File: src/rtl/pong_pkg.sv
// Shared definitions for the Pong match sequencer and the on-screen text generator:
// FSM state encoding, countdown pause codes and the per-player score width.
package pong_pkg;

    localparam int SCORE_W = 3;

    typedef enum logic [2:0] {
        WAIT = 3'd0,
        CD3  = 3'd1,
        CD2  = 3'd2,
        CD1  = 3'd3,
        PLAY = 3'd4,
        OVER = 3'd5
    } state_t;

    localparam logic [1:0] P0 = 2'd0;
    localparam logic [1:0] P1 = 2'd1;
    localparam logic [1:0] P2 = 2'd2;
    localparam logic [1:0] P3 = 2'd3;

    // Countdown digit shown by the overlay for a given match state (P0 = blank).
    function automatic logic [1:0] pause_for(input state_t st);
        case (st)
            WAIT, CD3: pause_for = P3;
            CD2:       pause_for = P2;
            CD1:       pause_for = P1;
            default:   pause_for = P0;
        endcase
    endfunction

endpackage

File: src/rtl/pong_match_ctrl_if.sv
// Match-controller bus: event inputs from the game datapath and the
// score/countdown/ball-control outputs consumed by the overlay and ball logic.
interface pong_match_ctrl_if;

    logic                          refresh_tick;
    logic                          btn_start;
    logic                          miss_left;
    logic                          miss_right;
    logic [2*pong_pkg::SCORE_W-1:0] score;
    logic [1:0]                    pause;
    logic                          ball_run;
    logic                          ball_reset;
    logic                          game_over;

    modport master (
        output refresh_tick, btn_start, miss_left, miss_right,
        input  score, pause, ball_run, ball_reset, game_over
    );

    modport slave (
        input  refresh_tick, btn_start, miss_left, miss_right,
        output score, pause, ball_run, ball_reset, game_over
    );

endinterface

File: src/rtl/pong_frame_timer.sv
// Counts refresh ticks while enabled; done strobes on the tick that completes
// FRAMES_PER_DIGIT frames, and the counter then restarts from zero.
module pong_frame_timer #(
    parameter int FRAMES_PER_DIGIT = 60
) (
    input  logic clk,
    input  logic reset,
    input  logic clear,
    input  logic enable,
    input  logic refresh_tick,
    output logic done
);

    localparam logic [7:0] LAST = 8'(FRAMES_PER_DIGIT - 1);

    logic [7:0] count_reg;
    logic [7:0] count_next;

    assign done = enable && refresh_tick && (count_reg == LAST);

    always_comb begin
        count_next = count_reg;
        if (clear || done)
            count_next = 8'd0;
        else if (enable && refresh_tick)
            count_next = count_reg + 8'd1;
    end

    always_ff @(posedge clk or posedge reset) begin
        if (reset)
            count_reg <= 8'd0;
        else
            count_reg <= count_next;
    end

endmodule

File: src/rtl/pong_match_ctrl.sv
// Pong match sequencer: owns the scores and the 3-2-1 serve countdown.
// Define PONG_CD_SKIP_EN to let btn_start skip the countdown straight into play.
module pong_match_ctrl
    import pong_pkg::*;
#(
    parameter int FRAMES_PER_DIGIT = 60,
    parameter int WIN_SCORE        = 7
) (
    input  logic              clk,
    input  logic              reset,
    pong_match_ctrl_if.slave  bus
);

    localparam logic [SCORE_W-1:0] WIN = SCORE_W'(WIN_SCORE);

    state_t             state_reg, state_next;
    logic [SCORE_W-1:0] left_reg, left_next;
    logic [SCORE_W-1:0] right_reg, right_next;
    logic [1:0]         pause_reg, pause_next;
    logic               ball_run_reg, ball_run_next;
    logic               ball_reset_reg, ball_reset_next;
    logic               game_over_reg, game_over_next;
    logic               timer_clear;
    logic               cd_active;
    logic               cd_done;

    assign cd_active = (state_reg == CD3) || (state_reg == CD2) || (state_reg == CD1);

    pong_frame_timer #(
        .FRAMES_PER_DIGIT(FRAMES_PER_DIGIT)
    ) u_timer (
        .clk          (clk),
        .reset        (reset),
        .clear        (timer_clear),
        .enable       (cd_active),
        .refresh_tick (bus.refresh_tick),
        .done         (cd_done)
    );

    always_comb begin
        state_next      = state_reg;
        left_next       = left_reg;
        right_next      = right_reg;
        ball_reset_next = 1'b0;
        timer_clear     = 1'b0;

        case (state_reg)
            WAIT: begin
                if (bus.btn_start) begin
                    state_next      = CD3;
                    timer_clear     = 1'b1;
                    ball_reset_next = 1'b1;
                end
            end
            CD3, CD2, CD1: begin
`ifdef PONG_CD_SKIP_EN
                if (bus.btn_start) begin
                    state_next  = PLAY;
                    timer_clear = 1'b1;
                end else
`endif
                if (cd_done) begin
                    case (state_reg)
                        CD3:     state_next = CD2;
                        CD2:     state_next = CD1;
                        default: state_next = PLAY;
                    endcase
                end
            end
            PLAY: begin
                // A double miss still ends the point but awards nobody.
                if (bus.miss_left || bus.miss_right) begin
                    left_next  = left_reg + SCORE_W'(bus.miss_right && !bus.miss_left);
                    right_next = right_reg + SCORE_W'(bus.miss_left && !bus.miss_right);
                    if ((left_next == WIN) || (right_next == WIN)) begin
                        state_next = OVER;
                    end else begin
                        state_next      = CD3;
                        timer_clear     = 1'b1;
                        ball_reset_next = 1'b1;
                    end
                end
            end
            OVER: begin
                if (bus.btn_start) begin
                    left_next       = '0;
                    right_next      = '0;
                    state_next      = CD3;
                    timer_clear     = 1'b1;
                    ball_reset_next = 1'b1;
                end
            end
            default: state_next = WAIT;
        endcase

        // Outputs are decoded from the upcoming state so they register alongside it.
        pause_next     = pause_for(state_next);
        ball_run_next  = (state_next == PLAY);
        game_over_next = (state_next == OVER);
    end

    always_ff @(posedge clk or posedge reset) begin
        if (reset) begin
            state_reg      <= WAIT;
            left_reg       <= '0;
            right_reg      <= '0;
            pause_reg      <= P3;
            ball_run_reg   <= 1'b0;
            ball_reset_reg <= 1'b0;
            game_over_reg  <= 1'b0;
        end else begin
            state_reg      <= state_next;
            left_reg       <= left_next;
            right_reg      <= right_next;
            pause_reg      <= pause_next;
            ball_run_reg   <= ball_run_next;
            ball_reset_reg <= ball_reset_next;
            game_over_reg  <= game_over_next;
        end
    end

    assign bus.score      = {left_reg, right_reg};
    assign bus.pause      = pause_reg;
    assign bus.ball_run   = ball_run_reg;
    assign bus.ball_reset = ball_reset_reg;
    assign bus.game_over  = game_over_reg;

endmodule

File: src/flat_wrapper.sv
// flat-port wrapper written by rule: the top's interface ports become plain ports
module pong_match_ctrl_flat import pong_pkg::*;
#(
    parameter int FRAMES_PER_DIGIT = 60,
    parameter int WIN_SCORE        = 7
)
  (clk, reset, bus_refresh_tick, bus_btn_start, bus_miss_left, bus_miss_right, bus_score, bus_pause, bus_ball_run, bus_ball_reset, bus_game_over);
  pong_match_ctrl_if bus_i ();
  input  logic clk;
  input  logic reset;
  input wire logic [$bits(bus_i.refresh_tick)-1:0] bus_refresh_tick;
  input wire logic [$bits(bus_i.btn_start)-1:0] bus_btn_start;
  input wire logic [$bits(bus_i.miss_left)-1:0] bus_miss_left;
  input wire logic [$bits(bus_i.miss_right)-1:0] bus_miss_right;
  output wire logic [$bits(bus_i.score)-1:0] bus_score;
  output wire logic [$bits(bus_i.pause)-1:0] bus_pause;
  output wire logic [$bits(bus_i.ball_run)-1:0] bus_ball_run;
  output wire logic [$bits(bus_i.ball_reset)-1:0] bus_ball_reset;
  output wire logic [$bits(bus_i.game_over)-1:0] bus_game_over;
  assign bus_i.refresh_tick = bus_refresh_tick;
  assign bus_i.btn_start = bus_btn_start;
  assign bus_i.miss_left = bus_miss_left;
  assign bus_i.miss_right = bus_miss_right;
  assign bus_score = bus_i.score;
  assign bus_pause = bus_i.pause;
  assign bus_ball_run = bus_i.ball_run;
  assign bus_ball_reset = bus_i.ball_reset;
  assign bus_game_over = bus_i.game_over;
  pong_match_ctrl #(.FRAMES_PER_DIGIT(FRAMES_PER_DIGIT), .WIN_SCORE(WIN_SCORE)) u_core (.clk(clk), .reset(reset), .bus(bus_i));
endmodule
File: config.mk
export PLATFORM = sky130hd
export DESIGN_NAME = pong_match_ctrl_flat
export DESIGN_NICKNAME = d
export VERILOG_FILES = /design/src/rtl/pong_pkg.sv /design/src/rtl/pong_match_ctrl_if.sv /design/src/rtl/pong_frame_timer.sv /design/src/rtl/pong_match_ctrl.sv /design/src/flat_wrapper.sv
export SDC_FILE = /design/constraint.sdc
export NUM_CORES = 1
export LEC_CHECK = 0
export ABC_AREA = 1
export CAP_MARGIN = 20
export CORE_ASPECT_RATIO = 1.5
export CORE_MARGIN = 3
export CORE_UTILIZATION = 60
export DETAILED_ROUTE_END_ITERATION = 8
export DONT_BUFFER_PORTS = 1
export PLACE_DENSITY = 0.84
export SYNTH_ARGS = -nofsm -noshare
export SYNTH_HDL_FRONTEND = slang
export SYNTH_HIERARCHICAL = 1
export SYNTH_SLANG_ARGS = --single-unit
File: constraint.sdc
create_clock -name clk -period 2 [get_ports clk]
set_clock_uncertainty 0.05 [all_clocks]
set_input_delay 0.1 -clock clk [delete_from_list [all_inputs] [get_ports clk]]
set_output_delay 0.1 -clock clk [all_outputs]
set_load 0.02 [all_outputs]
# Word-level counts from Yosys, hierarchy flattened
# Index checks and enable logic that the tools add are counted.
# Widths: inputs -> output; s select.
totals:
  ff_bits: 22
  output_inout_bits: 11
  in_bits: 6
  word_cells: 63
classes:
  reduce_logical: 19
  add_sub_neg: 3
  n_eq_ne: 15
  mux: 18
ops:
  columns: ["operator", "n"]
  rows:
  - ["$mux 3", 7]
  - ["$eq 3x3->1 const B", 6]
  - ["$pmux 3 s2", 3]
  - ["$mux 8", 2]
  - ["$eq 3x2->1 const B", 4]
  - ["$pmux 3 s3", 1]
  - ["$add 8x1->8 const B", 1]
  - ["$eq 8x6->1 const B", 1]
  - ["$add 3x1->3", 2]
  - ["$eq 3x1->1 const B", 2]
  - ["$logic_not 3->1", 2]
  - ["$pmux 2 s3", 1]
  - ["$logic_or 1x1->1", 5]
  - ["$logic_and 1x1->1", 4]
  - ["$reduce_bool 2->1", 2]
  - ["$reduce_or 2->1", 2]
  - ["$mux 1", 3]
  - ["$reduce_and 3->1", 1]
  - ["$reduce_or 3->1", 1]
  - ["$logic_not 1->1", 2]
  - ["$ne 2x1->1 const B", 1]
  - ["$ne 2x2->1 const B", 1]
  - ["$pmux 1 s2", 1]

# Depth between registers and ports, before layout
# Gate-level depths: netlist (run 1).
logic_depth:
  depth_word: 11
  depth_mapped: 15
  ltp_nobuf: 14

# By module
# The synthesis (run 1) kept the hierarchy.
modules_own_cells:
  columns: ["module", "seq_area_each_um2", "cells_per_inst", "n_inst", "area_each_um2"]
  rows:
  - ["pong_match_ctrl", 352.8, 96, 1, 800.8]
  - ["pong_frame_timer", 200.2, 66, 1, 489.2]

# Worst setup path after synthesis (run 1)
# Ideal clock, no wire load.
synth_timing:
  kind: "flip-flop to flip-flop"
  start: "register u_core.left_reg[0]"
  end: "register u_core.u_timer.count_reg[2]"
  arrival_time_ps: 1652
  synth_period_minus_slack_ps: 1820
  path_buffers: 0
  path_slack_ps: 180
  stages_incl_launch_ff: 10
  path_cell_list: "dfrtp_1 > ha_1 > ha_1 > or2_1 > nand3_1 > nand3_1 > o21ai_0 > inv_1 > nand2_4 > nor2_1"
synth_between:
  elab_chain_cells: 8
  elab_cells_between_ends: 9
  cone_classes: "add/sub (1); eq/ne (1); mux (4); reduce/logical (3)"
synth_rtl:
  columns: ["element", "line_no", "source"]
  rows:
  - ["from (decl)", "pong_match_ctrl.sv:17", "logic [SCORE_W-1:0] left_reg, left_next;"]
  - ["from (signal assigned)", "pong_match_ctrl.sv:113", "left_reg <= left_next;"]
  - ["$add 3x1->3 (*)", "pong_match_ctrl.sv:73", "left_next = left_reg + SCORE_W'(bus.miss_right && !bus.miss_left);"]
  - ["$eq 3x3->1 (*)", "pong_match_ctrl.sv:75", "if ((left_next == WIN) || (right_next == WIN)) begin"]
  - ["$logic_or 1x1->1 (*)", "pong_match_ctrl.sv:75", null]
  - ["$mux 1 (*) (2 in a row)", null, null]
  - ["$pmux 1 s2 (*)", null, null]
  - ["named net u_core.ball_reset_next", "pong_match_ctrl.sv:21", "logic ball_reset_reg, ball_reset_next;"]
  - ["$logic_or 1x1->1 (*)", "pong_frame_timer.sv:23", "if (clear || done)"]
  - ["$mux 8 / $reduce_bool 2->1 (equally long branches)", null, null]
  - ["to (signal assigned)", "pong_frame_timer.sv:33", "count_reg <= count_next;"]
  - ["to (decl)", "pong_frame_timer.sv:16", "logic [7:0] count_reg;"]
# The timed path passes the listed nets; every way through them passes the cells marked *.
# A chain may end at the register's enable or synchronous reset.

# Worst setup path in the final report (run 1)
layout_timing:
  start: "register u_core.right_reg[0]"
  end: "register u_core.u_timer.count_reg[0]"
layout_between:
  elab_chain_cells: 8
  elab_cells_between_ends: 9
  cone_classes: "add/sub (1); eq/ne (1); mux (4); reduce/logical (3)"
layout_rtl:
  columns: ["element", "line_no", "source"]
  rows:
  - ["from (decl)", "pong_match_ctrl.sv:18", "logic [SCORE_W-1:0] right_reg, right_next;"]
  - ["from (signal assigned)", "pong_match_ctrl.sv:114", "right_reg <= right_next;"]
  - ["$add 3x1->3 (*)", "pong_match_ctrl.sv:74", "right_next = right_reg + SCORE_W'(bus.miss_left && !bus.miss_right);"]
  - ["$eq 3x3->1 (*)", "pong_match_ctrl.sv:75", null]
  - ["$logic_or 1x1->1 (*)", "pong_match_ctrl.sv:75", null]
  - ["$mux 1 (*) (2 in a row)", null, null]
  - ["$pmux 1 s2 (*)", null, null]
  - ["named net u_core.ball_reset_next", "pong_match_ctrl.sv:21", null]
  - ["$logic_or 1x1->1 (*)", "pong_frame_timer.sv:23", null]
  - ["$mux 8 / $reduce_bool 2->1 (equally long branches)", null, null]
# Marks and branches as above.

==> results.md, run 1 <==
- The run finished with clean final reports.
- Relative to the synthesized area, the layout overhead comes to 8.44%.
- The average instance in the mapped netlist occupies 7.96 µm².
- Setup repair after global routing left no endpoint under its margin.
- The synthesized design spends more area on one cell type than any other, namely sky130_fd_sc_hd__dfrtp_1.
- After global routing the overflow that remains totals 0.
- IR analysis of the VDD net gives a maximum drop of 0.900 mV.
- The floorplan has 19 rows.
- The required time at the worst-slack endpoint is 2150 ps.
- The path category of the worst min-delay check is in2reg.
- Once detailed placement completed, the half-perimeter wirelength came to 1950 µm.
- The final number of max-transition violations is 0.
- For the worst setup path, the data arrival time is 1990 ps.
- The sort of element at the end of the critical path is a flip-flop.
- The initial antenna violation count is 0.
- For this run, the top clock speed supported by timing is 543 MHz.
- The worst register-to-register path ends at u_core/u_timer/count_reg[0].
- In this run the most critical hold path is launched from bus_btn_start.
- The count of inserted antenna diode cells is 0.
- In this run the worst path has a maximum fanout of 8.
- The global-route wire length before repair is 4490 µm.
- The register bit total from synthesis is 22.
- The clock tree from TritonCTS is yes.
- Max-cap violations in this run came to 0.
- The height of the die is 62.8 µm.
- The placed standard-cell area is 1340 µm².
- The multi-input combinational cells in the finished layout cover a total of 626 µm².
- The clock net sink count is 22.
- For this design the ratio of total power to cell area is 920 nW/µm².
- The worst hold path was traced through 2 stages.
- After the last flow step, the layout net total stands at 183.
- After detailed routing, the average wire length per cell comes to 13.1 µm.
- The starting utilization of the core area is 67.0%.
- Entering global routing, the biggest net connects 15 pins.
- In this run the number of H-tree levels came out at 1.
- The number of input and output port buffers inserted is 0.
- The via count is 1033.
- By area the synthesized netlist is led by sky130_fd_sc_hd__dfrtp_1 39%, sky130_fd_sc_hd__nand2_1 11%, sky130_fd_sc_hd__inv_1 7.0%, sky130_fd_sc_hd__nor2_1 5.2%, sky130_fd_sc_hd__nand3_1 5.0%.
- The final weighted congestion in routability-driven placement is 0.809.
- The floorplan step set the die width to 43.9 µm.
- The number of different library cells in the post-synthesis netlist is 25.
- The setup TNS after final layout is 0 ps.
- The combined flip-flop and latch cell area is 556 µm².
- The root buffer cell is sky130_fd_sc_hd__clkbuf_4.
- The detailed router finished its first iteration with 34 violations.
- After floorplanning, the core was sized to cover 1930 µm².
- The first detailed-routing pass ran for 4 iterations.
- At the later pin of the worst-skew pair, clock insertion delay measures 300 ps.
- The mapped netlist covers 1290 µm².
- After detailed routing, the total wire length is 2520 µm.
- Global routing used 20.9% of the available tracks.
- When the netlist entered floorplanning its net count stood at 173.
- In this run the biggest area consumer among cell types represents 38.8% of the synthesized area.
- The post-route clock period utilization is 92.0%.
- In this run the deepest clock path goes through 2 buffers.
- The worst register-to-register path has a depth of 9.
- Final hold analysis gives a worst-case slack of 12.7 ps.
- The endpoint of the worst hold path is u_core/bus.ball_run.
- Of the cells placed in the final design, the portion with a size suffix greater than 1 is 23.4%.
- Headroom to the max-slew limit came out at 65.7%.
- The final-layout fill cell count is 135.
- By startpoint and endpoint, the worst setup path is classified as reg2reg.
- After routing the design area is 1400 µm².
- The flip-flop count of the largest register after layout is 8.
- At the pin with the least slew margin, the transition time is 513 ps.
- The post-layout minimum cycle time is 1840 ps.
- The hold violation total from the final report is 0.
- The count of nets left with antenna violations once routing finished came out at 0.
- The flop-to-flop setup slack is 160 ps.
- The via count of the first global-routing pass was 1088.
- The startpoint class of the critical path is a flip-flop.
- The area of the die is 2750 µm².
- The per-cell via count in the routed design is 5.38.
- The post-detailed-route DRC marker count is 0.
- The number of warnings issued by yosys is 6.
- The analysis attributes to cell leakage a power of 0.729 nW.
- The startpoint identified for the worst register-to-register timing path is u_core/right_reg[0].
- The count of mapped cells out of synthesis is 162.
- Counting the buffers created by CTS gives 3.
- After clock tree synthesis, the clock-pin slew on the worst setup and hold paths is 120 ps.
- The sequential-to-total area share from yosys stat is 42.9%.
- The final number of setup-violating endpoints is 0.
- The post-CTS setup repair buffer count is 0.
- The boundary pin count is 17.
## per-stage QoR
step	setup slack, ps	util (%)	total power [mW]	cells
final	159	72.6	1.29	192
after global routing	0.682	72.6	1.38	192
after CTS	155	72.3	1.28	192
after detailed placement	168	69.3	1.05	186
after global placement	243	69.3	1.02	186
after floorplan	180	-	0.952	162
## per-layer routing
layer | part of all wire [%] | wire length [µm] | vias to the layer above | GRT usage [%]
met5 | 0 | 0 | - | 0
met4 | 0.91 | 23 | 0 | 5.66
met3 | 3.8 | 97 | 4 | 3.75
met2 | 57 | 1440 | 25 | 38.9
met1 | 38 | 959 | 478 | 23.1
li1 | - | - | 526 | -
## worst max-delay path: stages, from the launching register on
cell and delay, ps:
sky130_fd_sc_hd__dfrtp_1 410, sky130_fd_sc_hd__ha_1 220, sky130_fd_sc_hd__ha_1 300, sky130_fd_sc_hd__nand2_1 60, sky130_fd_sc_hd__nand3b_1 100, sky130_fd_sc_hd__nand3_1 110, sky130_fd_sc_hd__o21ai_0 220, sky130_fd_sc_hd__inv_1 100
sky130_fd_sc_hd__nand2_4 120, sky130_fd_sc_hd__nor2_1 50
## final cells by class
| type | instances | share of cell area [%] |
|---|---|---|
| Multi-Input combinational cell | 111 | 44.7 |
| Sequential cell | 22 | 39.7 |
| Inverter | 28 | 7.51 |
| Timing Repair Buffer | 6 | 3.58 |
| Clock buffer | 4 | 2.59 |
| Tap cell | 21 | 1.88 |
## timing repair
action / CTS / global route
hold endpoints to repair: 22 / 0
hold buffers: 2 / 0
gates resized for setup: 0 / 3
setup endpoints to repair: 0 / 3
## cell usage in the layout, fill, tap and decap left out, types with 2 or more instances in the layout
master / instances
sky130_fd_sc_hd__a21oi_2: 2
sky130_fd_sc_hd__buf_4: 4
sky130_fd_sc_hd__clkbuf_4: 3
sky130_fd_sc_hd__dfrtp_1: 18
sky130_fd_sc_hd__dfrtp_2: 2
sky130_fd_sc_hd__dfstp_2: 2
sky130_fd_sc_hd__dlygate4sd3_1: 2
sky130_fd_sc_hd__ha_1: 5
sky130_fd_sc_hd__inv_1: 24
sky130_fd_sc_hd__inv_2: 4
sky130_fd_sc_hd__nand2_1: 37
sky130_fd_sc_hd__nand2_2: 4
sky130_fd_sc_hd__nand3_1: 13
sky130_fd_sc_hd__nand3_2: 6
sky130_fd_sc_hd__nor2_1: 18
sky130_fd_sc_hd__nor2_2: 6
sky130_fd_sc_hd__nor2_4: 2
sky130_fd_sc_hd__o21ai_1: 4
sky130_fd_sc_hd__o21ai_2: 2
sky130_fd_sc_hd__o21bai_1: 2
sky130_fd_sc_hd__o22ai_1: 2
sky130_fd_sc_hd__xor2_1: 2
## worst max-delay path by stage
stage | from | end | slack (ps) | cells past startpoint
final | u_core/right_reg[0] | u_core/u_timer/count_reg[0] | 160 | 9
after global routing | u_core/right_reg[0] | u_core/u_timer/count_reg[2] | 0.7 | 9
after CTS | u_core/right_reg[0] | u_core/u_timer/count_reg[3] | 150 | 9
after detailed placement | u_core/right_reg[0] | u_core/u_timer/count_reg[3] | 170 | 9
after global placement | u_core/left_reg[0] | u_core/u_timer/count_reg[2] | 240 | 9
after floorplan | u_core/left_reg[0] | u_core/u_timer/count_reg[2] | 180 | 9
## cells by family (layout without fill, tap and decap cells)
family,after synthesis,in the layout,synth area share (%)
AO/OA/AOI/OAI,14,14,7.57
flip-flops,22,22,42.9
AND/OR/NAND/NOR,90,90,34.3
XOR/XNOR,2,2,1.36
adder cells (fa/ha/maj),5,5,4.85
buffers and inverters,29,38,9.02
## synthesized netlist by cell type
| master | number |
|---|---|
| sky130_fd_sc_hd__nand2_1 | 37 |
| sky130_fd_sc_hd__inv_1 | 24 |
| sky130_fd_sc_hd__dfrtp_1 | 20 |
| sky130_fd_sc_hd__nor2_1 | 18 |
| sky130_fd_sc_hd__nand3_1 | 13 |
| sky130_fd_sc_hd__nor2_2 | 7 |
| sky130_fd_sc_hd__nand3_2 | 6 |
| sky130_fd_sc_hd__ha_1 | 5 |
| sky130_fd_sc_hd__inv_2 | 4 |
| sky130_fd_sc_hd__nand2_2 | 4 |
| sky130_fd_sc_hd__o21ai_1 | 4 |
| sky130_fd_sc_hd__a21oi_2 | 2 |
| sky130_fd_sc_hd__dfstp_2 | 2 |
| sky130_fd_sc_hd__o21ai_2 | 2 |
| sky130_fd_sc_hd__o21bai_1 | 2 |
| sky130_fd_sc_hd__o22ai_1 | 2 |
| sky130_fd_sc_hd__xor2_1 | 2 |
| sky130_fd_sc_hd__buf_6 | 1 |
| sky130_fd_sc_hd__nand2_4 | 1 |
| sky130_fd_sc_hd__nand3b_1 | 1 |
| sky130_fd_sc_hd__nand4_1 | 1 |
| sky130_fd_sc_hd__nor2_4 | 1 |
| sky130_fd_sc_hd__o21ai_0 | 1 |
| sky130_fd_sc_hd__o22a_2 | 1 |
| sky130_fd_sc_hd__or2_1 | 1 |
## where the power goes
group	total, mW	switching, mW	internal [mW]
Combinational	0.448	0.279	0.169
Clock	0.236	0.125	0.111
Sequential	0.603	0.0926	0.510
No activity file was read; power rests on OpenSTA's default activity.
==> run 2: changes to the inputs <==
Settings changed: ABC_AREA 1 to unset.
==> results.md, run 2 <==
- The flip-flop count of the largest register after layout is 8 (unchanged).
- The height of the die is 62.3 µm (-0.80%).
- The number of different library cells in the post-synthesis netlist was 44 (+76%).
- The clock latency of the later-clocked register in the worst-skew pair came to 310 ps (about the same).
- The post-route antenna net violation count is 0 (unchanged).
- The synthesized netlist net count is 136 (-21%).
- The share of power burned in the clock network came to 21.6% (+3.3 points).
- The maximum clock frequency is 483 MHz (-11%).
- The area of the die is 2710 µm² (-1.6%).
- The post-layout total power was 1.12 mW (-13%).
- The post-route clock period utilization is 103% (+11 points).
- The sequential-to-total area share from yosys stat was 43.6% (+0.76 points).
- The proportion of netlist area held by the largest area contributor is 39.5% (+0.69 points).
- The startpoint class of the critical path is a flip-flop.
- In this run the worst hold path is classified as in2reg.
- The number of warnings issued by yosys was 6 (unchanged).
- The global routing usage summed across all routing layers came to 24.0% (+3.1 points).
- The final-layout fill cell count was 109 (-19%).
- The initial antenna violation count came to 0 (unchanged).
- Leaving out fill and tap cells, the most frequent cell in the layout is sky130_fd_sc_hd__buf_4.
- Among all flip-flop cells after synthesis, the most frequent one is sky130_fd_sc_hd__dfrtp_1.
- Sorting the synthesized cells by how often they occur yields 20 x sky130_fd_sc_hd__dfrtp_1, 12 x sky130_fd_sc_hd__nand2_1, 10 x sky130_fd_sc_hd__nor2_1, 8 x sky130_fd_sc_hd__inv_1.
- The tightest hold margin is 20.2 ps (+7.42 ps).
- The remaining global-route overflow is 0 (unchanged).
- The run finished, with violations left.
- The final layout net count came to 161 (-12%).
- Relative to the synthesized area, the layout overhead comes to 26.1%.
- The register bit total from synthesis is 22 (unchanged).
- The sort of element at the end of the critical path is a flip-flop.
- The total internal power is 763 µW (-3.4%).
- The switching power was 357 µW (-28%).
- The number of buffers on the longest clock path came to 2 (unchanged).
- The required time at the worst-slack endpoint was 2150 ps (about the same).
- The via count came to 1028 (-0.48%).
- The clock net sink count is 22 (unchanged).
- The clock transition at the registers of the reported paths was 120 ps (about the same).
- The root buffer cell is sky130_fd_sc_hd__clkbuf_4.
- The boundary pin count was 17 (unchanged).
- The transition time of the tightest slew-check pin is 520 ps (+6.89 ps).
- The met2 wirelength from detailed routing is 1630 µm (+13%).
- The number of DRC markers in iteration 0 came to 44 (+29%).
- The arrival time of the worst setup path is 2220 ps (+230 ps).
- The per-cell via count in the routed design is 6.05 (+12%).
- The detailed router used layers up to and including met4.
- The horizontal die dimension is 43.5 µm (-0.76%).
- Setup repair after global routing could not meet its margin everywhere.
- The type of the worst setup path is reg2reg.
- The highest fanout seen on the critical path was 8 (unchanged).
- The pin count of the biggest net entering global routing is 15 (unchanged).
- The depth of the worst register-to-register path is 9 (unchanged).
- The detailed-routing iteration count for the pre-antenna-repair pass is 4 (unchanged).
- The net switching share of the total power is 31.9% (-6.7 points).
- The static leakage power is 0.708 nW (-2.9%).
- The number of max-capacitance violations reported is 0 (unchanged).
- The post-placement worst setup slack is -87.6 ps (-255 ps).
- The setup TNS after final layout is -138 ps (-138 ps).
- The final number of max-transition violations was 0 (unchanged).
- The final routed wirelength across all metal layers is 2860 µm (+14%).
- The count of mapped cells out of synthesis is 125 (-23%).
- The total met3 wirelength after detailed routing was 66 µm (-32%).
- The via count of the first global-routing pass is 1078 (-0.92%).
- The library cell occupying the most area in the post-synthesis netlist is sky130_fd_sc_hd__dfrtp_1.
- The number of input and output port buffers inserted is 0 (unchanged).
- The worst hold path stage count is 3 (+1).
- The relative slew slack is 65.3% (-0.46 points).
- The post-layout minimum cycle time is 2070 ps (+229 ps).
- The ratio of cells with drive above 1 in the final layout is 41.6% (+18 points).
- The placed wire-length estimate was 2220 µm (+14%).
- The count of inserted antenna diode cells was 0 (unchanged).
- The leading cell type by number of instances after synthesis is sky130_fd_sc_hd__dfrtp_1.
- The hold violation total from the final report is 0 (unchanged).
- The top cell types in the final layout, fill and taps aside, are 22 x sky130_fd_sc_hd__buf_4, 18 x sky130_fd_sc_hd__dfrtp_1, 10 x sky130_fd_sc_hd__nor2_1, 10 x sky130_fd_sc_hd__nand2_1, 8 x sky130_fd_sc_hd__inv_1.
- The global-route wire length before repair is 4930 µm (+10%).
- The placeable core region came to 1930 µm² (unchanged).
- The final weighted congestion in routability-driven placement is 0.891 (+10%).
- The fraction of synthesis flops using an asynchronous set or reset pin came to 100% (unchanged).
- The average wire length per cell after detail routing is 16.8 µm (+28%).
- The CTS buffer count is 3 (unchanged).
- The power share of the sequential group is 50.0% (+3.1 points).
- The final number of setup-violating endpoints came to 2 (+2).
- The worst-case vdd ir drop came to 0.514 mV (-43%).
- Sorting the synthesized cells by area gives the leading types as sky130_fd_sc_hd__dfrtp_1 39%, sky130_fd_sc_hd__ha_1 4.9%, sky130_fd_sc_hd__dfstp_2 4.1%, sky130_fd_sc_hd__nand2_1 3.6%, sky130_fd_sc_hd__a22o_1 3.5%.
- The number of synthesized flops with an enable pin is 0 (unchanged).
- The depth of the CTS H-tree is 1 (unchanged).
- The final reports fail on negative setup slack.
- The post-detailed-route DRC marker count was 0 (unchanged).
- The starting utilization of the core area is 65.8% (-1.2 points).
- The final setup slack of the worst path came to -69.1 ps (-229 ps).
- The total power divided by cell area came to 701 nW/µm² (-24%).
- The site row count is 19 (unchanged).
- The relative contribution of combinational cells to total power was 28.4% (-6.4 points).
- The post-route met1 wirelength came to 1090 µm (+13%).
- The core occupancy in the finished layout came to 83.0% (+10 points).
- The post-synthesis instance area is 1270 µm² (-1.7%).
- The mean cell area of the mapped netlist is 10.1 µm² (+27%).
- The clock tree from TritonCTS is yes.
==> run 2: cell count changes after synthesis, sizes merged, moves of 5 or more <==
cell and delta:
nand2 -30, inv -19, a21oi +6, a22o +5
nor2 -15, nand3 -16, nor3 +6
==> run 2: final timing paths <==
check | slack [ps] | startpoint | to
setup / recovery | -70 | u_core/right_reg[0] | u_core/u_timer/count_reg[6]
max in group asynchronous | 1300 | reset | u_core/left_reg[0]
min in group asynchronous | 140 | reset | u_core/u_timer/count_reg[3]
hold / removal | 20 | bus_refresh_tick | u_core/u_timer/count_reg[1]
hold reg to reg | 530 | u_core/u_timer/count_reg[4] | u_core/u_timer/count_reg[4]
setup reg to reg | -70 | u_core/right_reg[0] | u_core/u_timer/count_reg[6]
==> run 2: area by class of cell <==
cell class | instances | area, µm² | share of cell area (%)
multi-input combinational | 90 | 761 | 47.6
inverter | 9 | 33.8 | 2.11
timing repair buffer | 24 | 185 | 11.6
sequential | 22 | 556 | 34.8
clock buffer | 4 | 36.3 | 2.27
tap | 21 | 26.3 | 1.64
==> run 2: cell families (layout without fill, tap and decap cells) <==
group | after synthesis | count (layout) | share of synthesized area (%)
multiplexers | 2 | 2 | 1.78
buffers and inverters | 13 | 37 | 5.33
XOR/XNOR | 4 | 4 | 2.76
flip-flops | 22 | 22 | 43.6
adder cells (fa/ha/maj) | 5 | 5 | 4.94
AO/OA/AOI/OAI | 30 | 30 | 19.5
AND/OR/NAND/NOR | 49 | 49 | 22.0
==> run 2: metrics by stage <==
stage               instances  cell area [µm²]
floorplan                 125             1360
global placement          160             1480
detailed placement        160             1480
CTS                       168             1560
global route              170             1600
finish                    170             1600
==> run 2: timing repair <==
| item | in CTS | in global routing |
|---|---|---|
| hold endpoints to repair | 24 | 0 |
| endpoints found under the setup margin | 4 | 8 |
| resized for setup | 2 | 5 |
| setup buffers | 2 | 2 |
| hold buffers | 2 | 0 |
| pin swaps | 7 | 3 |
==> run 2: metal layers <==
metal	up-vias	global-route usage (%)
li1	494	-
met4	0	11.7
met1	502	27.2
met3	9	3.76
met5	-	0
met2	23	41.9
==> run 2: power groups by stage <==
stage          Combinational, mW  Clock, mW  Sequential (mW)
6_report                   0.318      0.242            0.560
5_1_grt                    0.358      0.268            0.569
4_1_cts                    0.285      0.250            0.561
3_5_place_dp               0.270          0            0.568
3_3_place_gp               0.251          0            0.564
2_1_floorplan              0.164          0            0.570
==> run 2: critical path: stages (launching register included) <==
cell and delay (ps):
sky130_fd_sc_hd__dfrtp_2 450, sky130_fd_sc_hd__ha_4 170, sky130_fd_sc_hd__ha_4 160, sky130_fd_sc_hd__xnor2_2 150, sky130_fd_sc_hd__o221ai_2 130, sky130_fd_sc_hd__o211a_1 230, sky130_fd_sc_hd__nor3_2 140, sky130_fd_sc_hd__buf_4 170
sky130_fd_sc_hd__nor2_1 50, sky130_fd_sc_hd__mux2_4 260
==> run 3: changes to the inputs <==
Clock period 2 ns to 2.4 ns, I/O delays scaled along.
==> results.md, run 3 (synthesis results as in run 2) <==
- The run finished with clean final reports.
- The post-cts sizing count is 0 (-2).
- The starting utilization of the core area is 65.8% (unchanged).
- The global routing usage summed across all routing layers is 20.9% (-3.1 points).
- The remaining global-route overflow is 0 (unchanged).
- The detailed-routing iteration count for the pre-antenna-repair pass is 4 (unchanged).
- The depth of the CTS H-tree is 1 (unchanged).
- The tightest hold margin came to 29.9 ps (+9.72 ps).
- The relative slew slack is 64.5% (-0.76 points).
- The height of the die was 62.3 µm (unchanged).
- The hold violation total from the final report came to 0 (unchanged).
- The post-route antenna net violation count came to 0 (unchanged).
- The clock net sink count is 22 (unchanged).
- The per-cell via count in the routed design is 6.12 (+1.1%).
- The type of the worst setup path is reg2reg.
- The count of inserted antenna diode cells is 0 (unchanged).
- The post-route clock period utilization is 91.3% (-12 points).
- The worst-case vdd ir drop was 0.441 mV (-14%).
- The library cell contributing the largest single delay on the critical path is sky130_fd_sc_hd__dfrtp_1.
- The post-detailed-route DRC marker count is 0 (unchanged).
- The number of DRC markers in iteration 0 is 19 (-57%).
- The global-route wire length before repair is 4330 µm (-12%).
- The final setup slack of the worst path is 208 ps (+277 ps).
- The flip-flop count of the largest register after layout is 8 (unchanged).
- The final number of max-transition violations is 0 (unchanged).
- The clock transition at the registers of the reported paths came to 130 ps (about the same).
- The area of the die is 2710 µm² (unchanged).
- The met1 track utilization from global routing is 22.5% (-4.7 points).
- The root buffer cell is sky130_fd_sc_hd__clkbuf_4.
- The highest fanout seen on the critical path came to 9 (+1).
- Compared with the post-synthesis result, the final layout area differs by 9.87%.
- STA classifies the critical path endpoint as a flip-flop.
- The number of input and output port buffers inserted is 0 (unchanged).
- The peak per-stage delay on the critical path is 400 ps (-50 ps).
- The maximum clock frequency came to 456 MHz (-5.6%).
- The arrival time of the worst setup path is 2350 ps (+130 ps).
- The average wire length per cell after detail routing is 15.5 µm (-7.8%).
- The final-layout fill cell count is 132 (+21%).
- The ratio of cells with drive above 1 in the final layout was 23.0% (-19 points).
- The post-placement worst setup slack was 219 ps (+307 ps).
- The static leakage power is 0.624 nW (-12%).
- The met2 usage in global routing is 36.7% (-5.2 points).
- The horizontal die dimension came to 43.5 µm (unchanged).
- The final routed wirelength across all metal layers is 2420 µm (-15%).
- The setup TNS after final layout came to 0 ps (+138 ps).
- The boundary pin count is 17 (unchanged).
- In the layout the commonest cells are 20 x sky130_fd_sc_hd__dfrtp_1, 12 x sky130_fd_sc_hd__nand2_1, 10 x sky130_fd_sc_hd__nor2_1, 8 x sky130_fd_sc_hd__buf_4, 8 x sky130_fd_sc_hd__inv_1.
- The number of placed instances with taps included was 150 (-6.3%).
- The critical path goes through ha_1 > ha_1 > xnor2_1 > o221ai_1 > o211a_1 > nor3_1 > buf_4 > nor2b_1 > mux2_2.
- The final layout net count is 147 (-8.7%).
- The clock tree from TritonCTS is yes.
- STA classifies the critical path startpoint as a flip-flop.
- The library cell used most frequently in the layout, excluding fill and tap cells, is sky130_fd_sc_hd__dfrtp_1.
- The CTS buffer count is 3 (unchanged).
- The placed wire-length estimate is 1890 µm (-15%).
- The pin count of the biggest net entering global routing was 15 (unchanged).
- The post-layout minimum cycle time was 2190 ps (+123 ps).
- The via count of the first global-routing pass came to 998 (-7.4%).
- The total power divided by cell area is 668 nW/µm² (-4.7%).
- The transition time of the tightest slew-check pin is 532 ps (+11.4 ps).
- The via count was 954 (-7.2%).
- The filler-free cell count of the finished design is 156 (-8.2%).
- The placeable core region came to 1930 µm² (unchanged).
- The clock latency of the later-clocked register in the worst-skew pair is 310 ps (about the same).
- The number of buffers on the longest clock path is 2 (unchanged).
- The met3 routing resource usage after global routing is 6.07% (+2.3 points).
- The site row count is 19 (unchanged).
- The number of max-capacitance violations reported came to 0 (unchanged).
- The most heavily used metal layer in global routing is met2.
- The initial antenna violation count is 0 (unchanged).
- The core occupancy in the finished layout is 72.3% (-11 points).
- The tightest min-delay check is of the in2reg type.
- The required time at the worst-slack endpoint was 2560 ps (+410 ps).
- The final weighted congestion in routability-driven placement was 0.834 (-6.5%).
- Setup repair after global routing left no endpoint under its margin.
- Among the stages of the critical path, the cell type that occurs most often is sky130_fd_sc_hd__ha_1.
- The final number of setup-violating endpoints was 0 (-2).
## run 3: changes by cell type in the layout (fill, tap and decap cells not counted), moves of 2 or more
| cell | before | now |
|---|---|---|
| sky130_fd_sc_hd__buf_4 | 22 | 8 |
| sky130_fd_sc_hd__ha_1 | 0 | 5 |
| sky130_fd_sc_hd__ha_4 | 4 | 0 |
| sky130_fd_sc_hd__dfrtp_1 | 18 | 20 |
| sky130_fd_sc_hd__dfrtp_2 | 2 | 0 |
| sky130_fd_sc_hd__nand2_1 | 10 | 12 |
| sky130_fd_sc_hd__nand2_2 | 2 | 0 |
| sky130_fd_sc_hd__nor3_1 | 4 | 6 |
| sky130_fd_sc_hd__xnor2_1 | 0 | 2 |
| sky130_fd_sc_hd__xnor2_2 | 2 | 0 |
## run 3: worst paths after layout
path,startpoint,endpoint,slack [ps],depth (start not counted)
worst max-delay path,u_core/right_reg[0],u_core/u_timer/count_reg[7],210,9
worst min-delay path,bus_refresh_tick,u_core/u_timer/count_reg[1],30,3
worst max register to register,u_core/right_reg[0],u_core/u_timer/count_reg[7],210,9
worst min register to register,u_core/u_timer/count_reg[4],u_core/u_timer/count_reg[4],510,1
max in group asynchronous,reset,u_core/bus.pause[1],1680,2
min in group asynchronous,reset,u_core/u_timer/count_reg[1],160,2
## run 3: power by group
part	internal [mW]	switching, mW
combinational	0.0770	0.0919
sequential	0.418	0.0621
clock	0.169	0.113
## run 3: what timing repair did
action,CTS,global route
buffers inserted,0,0
hold endpoints to repair,21,0
hold buffers,2,0
## run 3: metrics by stage
step                      power, mW  cell area (µm²)
final                         0.931             1390
after floorplan               0.604             1270
after CTS                     0.937             1390
after global routing          0.997             1390
after global placement        0.647             1320
after detailed placement      0.656             1320
## run 3: routing by layer
metal,vias to the layer above,part of all wire [%]
met4,0,1.7
met2,20,56
met5,-,0
li1,459,-
met1,469,39
met3,6,3.9
## run 3: critical path, delay by kind of cell (launching register included)
kind | cells | cell delay [ps]
AO/OA/AOI/OAI | 2 | 400
multiplexers | 1 | 250
flip-flops | 1 | 400
buffers and inverters | 1 | 180
adder cells (fa/ha/maj) | 2 | 410
AND/OR/NAND/NOR | 2 | 220
XOR/XNOR | 1 | 190
## run 3: area by class of cell
class / instances / area, µm² / share of cell area (%)
multi-input combinational: 90 / 647 / 46.5
sequential: 22 / 553 / 39.7
timing repair buffer: 10 / 80.1 / 5.75
inverter: 9 / 33.8 / 2.43
clock inverter: 1 / 30.0 / 2.16
tap: 21 / 26.3 / 1.89
clock buffer: 3 / 22.5 / 1.62
